`config.mk`:
```
export PLATFORM = sky130hd
export DESIGN_NAME = conv3x3_window_gen_flat
export DESIGN_NICKNAME = d
export VERILOG_FILES = /design/src/rtl/conv3x3_window_gen_pkg.sv /design/src/rtl/conv3x3_window_gen_if.sv /design/src/rtl/conv3x3_window_gen_line_buffer.sv /design/src/rtl/conv3x3_window_gen.sv /design/src/flat_wrapper.sv
export SDC_FILE = /design/constraint.sdc
export NUM_CORES = 1
export LEC_CHECK = 0
export CORE_UTILIZATION = 42
export DETAILED_ROUTE_END_ITERATION = 10
export PLACE_DENSITY_LB_ADDON = 0.1
export SLEW_MARGIN = 40
export SYNTH_ARGS = -nofsm -noshare
export SYNTH_HDL_FRONTEND = slang
export SYNTH_SLANG_ARGS = --single-unit
```
`constraint.sdc`:
```
create_clock -name clk -period 2.3 [get_ports clk]
set_clock_uncertainty 0.15 [all_clocks]
set_input_delay 0.345 -clock clk [delete_from_list [all_inputs] [get_ports clk]]
set_output_delay 0.345 -clock clk [all_outputs]
set_load 0.01 [all_outputs]
```
`src/rtl/conv3x3_window_gen_pkg.sv`:
```
// Shared pixel/window types for the 3x3 convolution front end and core.
// The window layout is [channel][row][col]; [c][0][0] is top-left and [c][2][2] is the newest pixel.
package conv3x3_window_gen_pkg;

    localparam int DATA_WIDTH   = 8;
    localparam int NUM_CHANNELS = 3;

    typedef logic signed [DATA_WIDTH-1:0]        pixel_t;
    typedef pixel_t [NUM_CHANNELS-1:0]           chan_pixel_t;
    typedef pixel_t [NUM_CHANNELS-1:0][2:0][2:0] window_t;

endpackage

```
`src/rtl/conv3x3_window_gen_if.sv`:
```
// Pixel stream in / window stream out bundle between a raster source and the window generator.
interface conv3x3_window_gen_if;
    import conv3x3_window_gen_pkg::*;

    logic        sof;
    logic        pixel_valid;
    chan_pixel_t pixel_in;
    window_t     window;
    logic        valid_out;
    logic        frame_done;

    modport master (
        output sof, pixel_valid, pixel_in,
        input  window, valid_out, frame_done
    );

    modport slave (
        input  sof, pixel_valid, pixel_in,
        output window, valid_out, frame_done
    );

endinterface

```
`src/rtl/conv3x3_window_gen_line_buffer.sv`:
```
// Single-lane circular delay line: dout is the sample written DEPTH enables ago.
// Read-before-write on one address, so the RAM needs no clear and no read latency.
module line_buffer #(
    parameter int WIDTH = 8,
    parameter int DEPTH = 8
) (
    input  logic             clk,
    input  logic             rst_n,
    input  logic             en,
    input  logic [WIDTH-1:0] din,
    output logic [WIDTH-1:0] dout
);

    localparam int PTR_W = $clog2(DEPTH);

    logic [WIDTH-1:0] mem [DEPTH];
    logic [PTR_W-1:0] ptr_q;

    assign dout = mem[ptr_q];

    always_ff @(posedge clk or negedge rst_n) begin
        if (!rst_n) begin
            ptr_q <= '0;
        end else if (en) begin
            ptr_q <= (ptr_q == PTR_W'(DEPTH - 1)) ? '0 : ptr_q + 1'b1;
        end
    end

    always_ff @(posedge clk) begin
        if (en) begin
            mem[ptr_q] <= din;
        end
    end

endmodule

```
`src/rtl/conv3x3_window_gen.sv`:
```
// Streaming 3x3xNUM_CHANNELS window generator ("valid" padding, no border windows).
// Two cascaded line buffers per channel supply rows r-2 and r-1 alongside the live pixel.
module conv3x3_window_gen
    import conv3x3_window_gen_pkg::*;
#(
    parameter int IMG_WIDTH  = 8,
    parameter int IMG_HEIGHT = 8
) (
    input  logic                  clk,
    input  logic                  rst_n,
    conv3x3_window_gen_if.slave   stream
);

    localparam int COL_W = $clog2(IMG_WIDTH);
    localparam int ROW_W = $clog2(IMG_HEIGHT);

    logic             accept;
    logic [ROW_W-1:0] row_q, cur_row;
    logic [COL_W-1:0] col_q, cur_col;
    logic             last_col, last_row, in_window;

    // Column of three vertically adjacent pixels: [0]=row r-2, [1]=row r-1, [2]=row r.
    pixel_t col_new [NUM_CHANNELS][3];

    pixel_t [NUM_CHANNELS-1:0][2:0][1:0] hist_q;
    window_t                             window_p1;
    logic                                vld_p1;
    logic                                done_p1;

    assign accept = stream.pixel_valid;

    // sof relabels the accepted pixel as (0,0) regardless of where the old frame was.
    always_comb begin
        cur_row   = stream.sof ? '0 : row_q;
        cur_col   = stream.sof ? '0 : col_q;
        last_col  = (cur_col == COL_W'(IMG_WIDTH - 1));
        last_row  = (cur_row == ROW_W'(IMG_HEIGHT - 1));
        in_window = (cur_row >= ROW_W'(2)) && (cur_col >= COL_W'(2));
    end

    for (genvar ch = 0; ch < NUM_CHANNELS; ch++) begin : g_ch
        logic [DATA_WIDTH-1:0] l1_q, l2_q;

        line_buffer #(.WIDTH(DATA_WIDTH), .DEPTH(IMG_WIDTH)) u_l1 (
            .clk  (clk),
            .rst_n(rst_n),
            .en   (accept),
            .din  (stream.pixel_in[ch]),
            .dout (l1_q)
        );

        line_buffer #(.WIDTH(DATA_WIDTH), .DEPTH(IMG_WIDTH)) u_l2 (
            .clk  (clk),
            .rst_n(rst_n),
            .en   (accept),
            .din  (l1_q),
            .dout (l2_q)
        );

        assign col_new[ch][0] = pixel_t'(l2_q);
        assign col_new[ch][1] = pixel_t'(l1_q);
        assign col_new[ch][2] = stream.pixel_in[ch];
    end

    // ---- stage p0 -> p1: counters, column history, registered window ----
    always_ff @(posedge clk or negedge rst_n) begin
        if (!rst_n) begin
            row_q     <= '0;
            col_q     <= '0;
            vld_p1    <= 1'b0;
            done_p1   <= 1'b0;
            hist_q    <= '0;
            window_p1 <= '0;
        end else begin
            vld_p1  <= accept && in_window;
            done_p1 <= accept && last_row && last_col;
            if (accept) begin
                col_q <= last_col ? '0 : cur_col + 1'b1;
                if (last_col) begin
                    row_q <= last_row ? '0 : cur_row + 1'b1;
                end else begin
                    row_q <= cur_row;
                end
                for (int ch = 0; ch < NUM_CHANNELS; ch++) begin
                    for (int i = 0; i < 3; i++) begin
                        hist_q[ch][i][0] <= hist_q[ch][i][1];
                        hist_q[ch][i][1] <= col_new[ch][i];
                        // Window only moves on valid positions so it holds between outputs.
                        if (in_window) begin
                            window_p1[ch][i][0] <= hist_q[ch][i][0];
                            window_p1[ch][i][1] <= hist_q[ch][i][1];
                            window_p1[ch][i][2] <= col_new[ch][i];
                        end
                    end
                end
            end
        end
    end

    assign stream.window     = window_p1;
    assign stream.valid_out  = vld_p1;
    assign stream.frame_done = done_p1;

endmodule

```
`src/flat_wrapper.sv`:
```
// flat-port wrapper written by rule: the top's interface ports become plain ports
module conv3x3_window_gen_flat import conv3x3_window_gen_pkg::*;
#(
    parameter int IMG_WIDTH  = 8,
    parameter int IMG_HEIGHT = 8
)
  (clk, rst_n, stream_sof, stream_pixel_valid, stream_pixel_in, stream_window, stream_valid_out, stream_frame_done);
  conv3x3_window_gen_if stream_i ();
  input  logic clk;
  input  logic rst_n;
  input wire logic [$bits(stream_i.sof)-1:0] stream_sof;
  input wire logic [$bits(stream_i.pixel_valid)-1:0] stream_pixel_valid;
  input wire logic [$bits(stream_i.pixel_in)-1:0] stream_pixel_in;
  output wire logic [$bits(stream_i.window)-1:0] stream_window;
  output wire logic [$bits(stream_i.valid_out)-1:0] stream_valid_out;
  output wire logic [$bits(stream_i.frame_done)-1:0] stream_frame_done;
  assign stream_i.sof = stream_sof;
  assign stream_i.pixel_valid = stream_pixel_valid;
  assign stream_i.pixel_in = stream_pixel_in;
  assign stream_window = stream_i.window;
  assign stream_valid_out = stream_i.valid_out;
  assign stream_frame_done = stream_i.frame_done;
  conv3x3_window_gen #(.IMG_WIDTH(IMG_WIDTH), .IMG_HEIGHT(IMG_HEIGHT)) u_core (.clk(clk), .rst_n(rst_n), .stream(stream_i));
endmodule
```
==> metrics list <==
- Syn-to-layout area delta: 24.7%
- In this run the static leakage power is approximately 14 nW.
- Critical Path Slowest Stage Cell: dfrtp_1
- The initial antenna violation count is 0.
- Status: finished clean
- After clock tree synthesis, the setup repair step added 0 buffers.
- Relative slew slack: 56.9%
* Worst ir drop on vdd: between 600 and 700 uV
- In this run the vertical extent of the chip is about 270 um.
- The most critical setup path has its startpoint at u_core.g_ch[2].u_l1.ptr_q[2].
* Final critical-path required period: about 2.2 ns
- CORE AREA: 0.0689 mm2
- Routed wirelength normalized by instance count: around 20 um
* EDFF count, synth: around 380
- 0 antenna diodes ended up in the layout.
* Number of distinct library cells after synthesis: 37
- The critical path goes through buf_4, nand2b_1, o22ai_1, nor2_1, inv_1.
- Proportion of layout cells with a drive suffix above 1: between 20% and 30%
- Across the whole layout, storage elements account for 0.0212 mm2.
- Type of element capturing the critical path: register
- Entering global routing, the biggest net connects 84 pins.
- After detailed routing, the number of vias per cell comes to ~5.
* Final-stage net count: between 2000 and 2500
- Post-synthesis register bit count: 770
- STA classifies the critical path startpoint as a register.
* Maximum net fanout on the critical path: 11
- After clock tree synthesis, the clock-pin slew on the worst setup and hold paths is about 0.060 ns.
- The count of buffers added on input and output ports is about 250.
- Worst min-delay path class: primary input to async pin
* Total power density per cell area: around 1400 mW/mm2
* DRC violation total after the first TritonRoute iteration: 940
* Slowest stage delay, CP: about 0.53 ns
* CTS max path bufs: 3
- RSZ-0062 raised after global routing: false
- Die outline area: around 0.07 mm2
- Die width: about 270 um
* Synthesized instance count: approximately 1900
* Starting density of the core: approximately 43%
- Least-Margin Pin Slew: roughly 0.65 ns
- Total setup violations reported at the end of the flow: 0
* Total global-route track usage: 18.7%
- TritonCTS built the clock tree.
* Clock root cell: clkbuf_16
- In this run the core area contains 96 standard-cell rows.
- The count of endpoints failing hold in the final timing report was 0.
- Number of H-tree levels: 3
- The congestion estimate from routability-driven global placement came to a little under 0.8.
- The filler cells instantiated in the layout total between 5000 and 6000.
- In this run the remaining antenna-violating nets after routing total 0.
- Mapped Nets: ~1900
* Number of buffers created by CTS: 81
- Dividing the synthesized area by the synthesized cell count gives 15.8 um2.
* YS warnings: 0
- The most used flip-flop cell after synthesis is dfrtp_1.
- Once detailed placement completed, the half-perimeter wirelength came to about 43 mm.
* Sink count of the clock tree: 770
- Post-synth design cell area: between 0.02 and 0.03 mm2
- Initial DRT Pass Iterations: 5
- The detailed router placed around 16000 vias in this run.
- Worst endpoint required time: approximately 2.5 ns
* Global-route congestion overflow total: 0
* First-pass GRT wire length: 101 mm
* Final Cycle Share: between 90% and 100%
- At the later pin of the worst-skew pair, clock insertion delay measures 0.61 ns.
* Worst endpoint data arrival time: ~2.3 ns
* Total area of multi-input combinational cells: around 0.0076 mm2
- Count of cells along the worst register-to-register path: 5
* Via count of the first global-routing pass: 17100
* Max-slew violation count: 0
- Proportion of register bits with asynchronous set or reset after synthesis: between 50 and 60%
- Pin placement for this block handled between 200 and 250 I/O pins.
- For this run, the share of the core covered by cells in the final layout is 53.1%.
* Max-capacitance violation count: 0
* Routed Wire Length: roughly 65 mm
* Final routed DRC violation total: 0
- Top achievable clock speed: approximately 0.46 GHz
- TNS Setup: 0 ns
- CP Class: register to register
- Summing the sequential cell areas from Yosys gives between 70% and 80% of the chip area.
- R2r startpoint: u_core.g_ch[2].u_l1.ptr_q[2]
-- cell type report --
class / instances / share of cell area, %
flip-flops and latches: 770 / 57.9
repair buffers: 405 / 10.5
clock inverters: 24 / 0.683
inverters: 29 / 0.297
clock buffers: 126 / 6.64
multi-input cells: 953 / 20.8
well taps: 931 / 3.18
-- power by group --
part	internal [mW]	total [mW]	switching, mW
clock network	7.84	13.0	5.20
logic	8.05	16.0	7.93
registers	19.5	22.0	2.52
-- metal layers --
layer	global-route usage (%)	vias up	routed length [um]
met5	0	-	0
met3	3.98	88	3480
li1	-	7602	-
met4	5.96	0	1460
met2	29.6	329	30700
met1	25.7	8262	29700
-- state kept, by name, indices dropped and copies added (netlist names) --
| name | count |
|---|---|
| u_core.stream.valid_out | 1 |
| u_core.row_q | 3 |
| u_core.stream.frame_done | 1 |
| u_core.g_ch.u_l2.mem | 192 |
| u_core.stream.window | 216 |
| u_core.col_q | 3 |
| u_core.g_ch.u_l1.ptr_q | 9 |
| u_core.hist_q | 144 |
| u_core.g_ch.u_l1.mem | 192 |
| u_core.g_ch.u_l2.ptr_q | 9 |
-- worst paths after layout --
kind	slack [ns]	endpoint
setup / recovery	0.13	u_core.g_ch[2].u_l2.mem[1][1]
hold / removal	0.09	u_core.stream.window[170]
setup reg to reg	0.13	u_core.g_ch[2].u_l2.mem[1][1]
hold reg to reg	0.35	u_core.stream.window[79]
max in group asynchronous	1.00	u_core.hist_q[50]
min in group clk	0.34	u_core.col_q[1]
-- logic make-up after synthesis --
group / count (synthesis) / share of synthesized area (%)
AO/OA/AOI/OAI: 217 / 4.42
adder cells (fa/ha/maj): 14 / 0.596
buffers and inverters: 131 / 1.98
flip-flops: 770 / 72.1
multiplexers: 462 / 17.1
AND/OR/NAND/NOR: 260 / 3.81
-- stage by stage --
| step | hold WS [ns] | instance area [um2] | std cells | power, mW | setup WS [ns] |
|---|---|---|---|---|---|
| after floorplan | -0.101 | 29400 | 1854 | 29.6 | 0.0636 |
| after global placement | 0.131 | 33900 | 3086 | 38.1 | 0.0768 |
| after detailed placement | 0.136 | 33900 | 3086 | 38.4 | 0.0766 |
| after CTS | 0.0690 | 36600 | 3238 | 51.7 | 0.0939 |
| after global routing | 0.0940 | 36600 | 3238 | 53.8 | 0.0208 |
| final | 0.0886 | 36600 | 3238 | 51.0 | 0.128 |
-- Yosys cell counts, types with 2 or more instances --
| cell type | instances | area, um2 |
|---|---|---|
| nor3b_1 | 3 | 22.5 |
| inv_1 | 29 | 109 |
| nor2_1 | 175 | 657 |
| mux4_2 | 2 | 45.0 |
| dfrtp_1 | 386 | 9660 |
| ha_1 | 14 | 175 |
| mux2i_1 | 172 | 1720 |
| nor3_1 | 11 | 55.1 |
| a21oi_1 | 99 | 495 |
| o21ai_0 | 3 | 15.0 |
| buf_2 | 52 | 260 |
| a211oi_1 | 11 | 82.6 |
| o22ai_1 | 84 | 526 |
| o32ai_1 | 3 | 26.3 |
| mux2_2 | 286 | 3220 |
| a21boi_0 | 2 | 15.0 |
| a221o_1 | 2 | 20.0 |
| nor2b_1 | 7 | 43.8 |
| a311oi_1 | 4 | 35.0 |
| and2_1 | 2 | 12.5 |
| or2_2 | 6 | 37.5 |
| buf_1 | 12 | 45.0 |
| buf_4 | 5 | 37.5 |
| nand2_1 | 24 | 90.1 |
| mux2_4 | 2 | 30.0 |
| nand2b_1 | 29 | 181 |
| clkbuf_1 | 32 | 120 |
| a22o_1 | 5 | 43.8 |
| edfxtp_1 | 384 | 11500 |
-- repair_timing --
action	CTS	global route
resized for setup	0	2
hold buffers	2	0
hold endpoints to repair	271	0
setup endpoints to repair	0	11
-- critical path: cells and delay by family, from the launching register on --
kind	cells	cell delay, ns
AND/OR/NAND/NOR	2	0.65
flip-flops	1	0.53
buffers and inverters	2	0.38
AO/OA/AOI/OAI	1	0.16
-- cell usage in the layout, fill, tap and decap left out, types with 27 or more instances in the layout --
cell type	synthesis	layout
buf_4	5	143
dfrtp_1	386	382
mux2_2	286	286
clkbuf_16	0	86
clkbuf_1	32	27
a21oi_1	99	99
o22ai_1	84	84
clkdlybuf4s50_1	0	243
nand2b_1	29	29
nor2_1	175	172
mux2i_1	172	172
inv_1	29	29
edfxtp_1	384	384
Note: power is estimated with default switching activity, not from simulation.
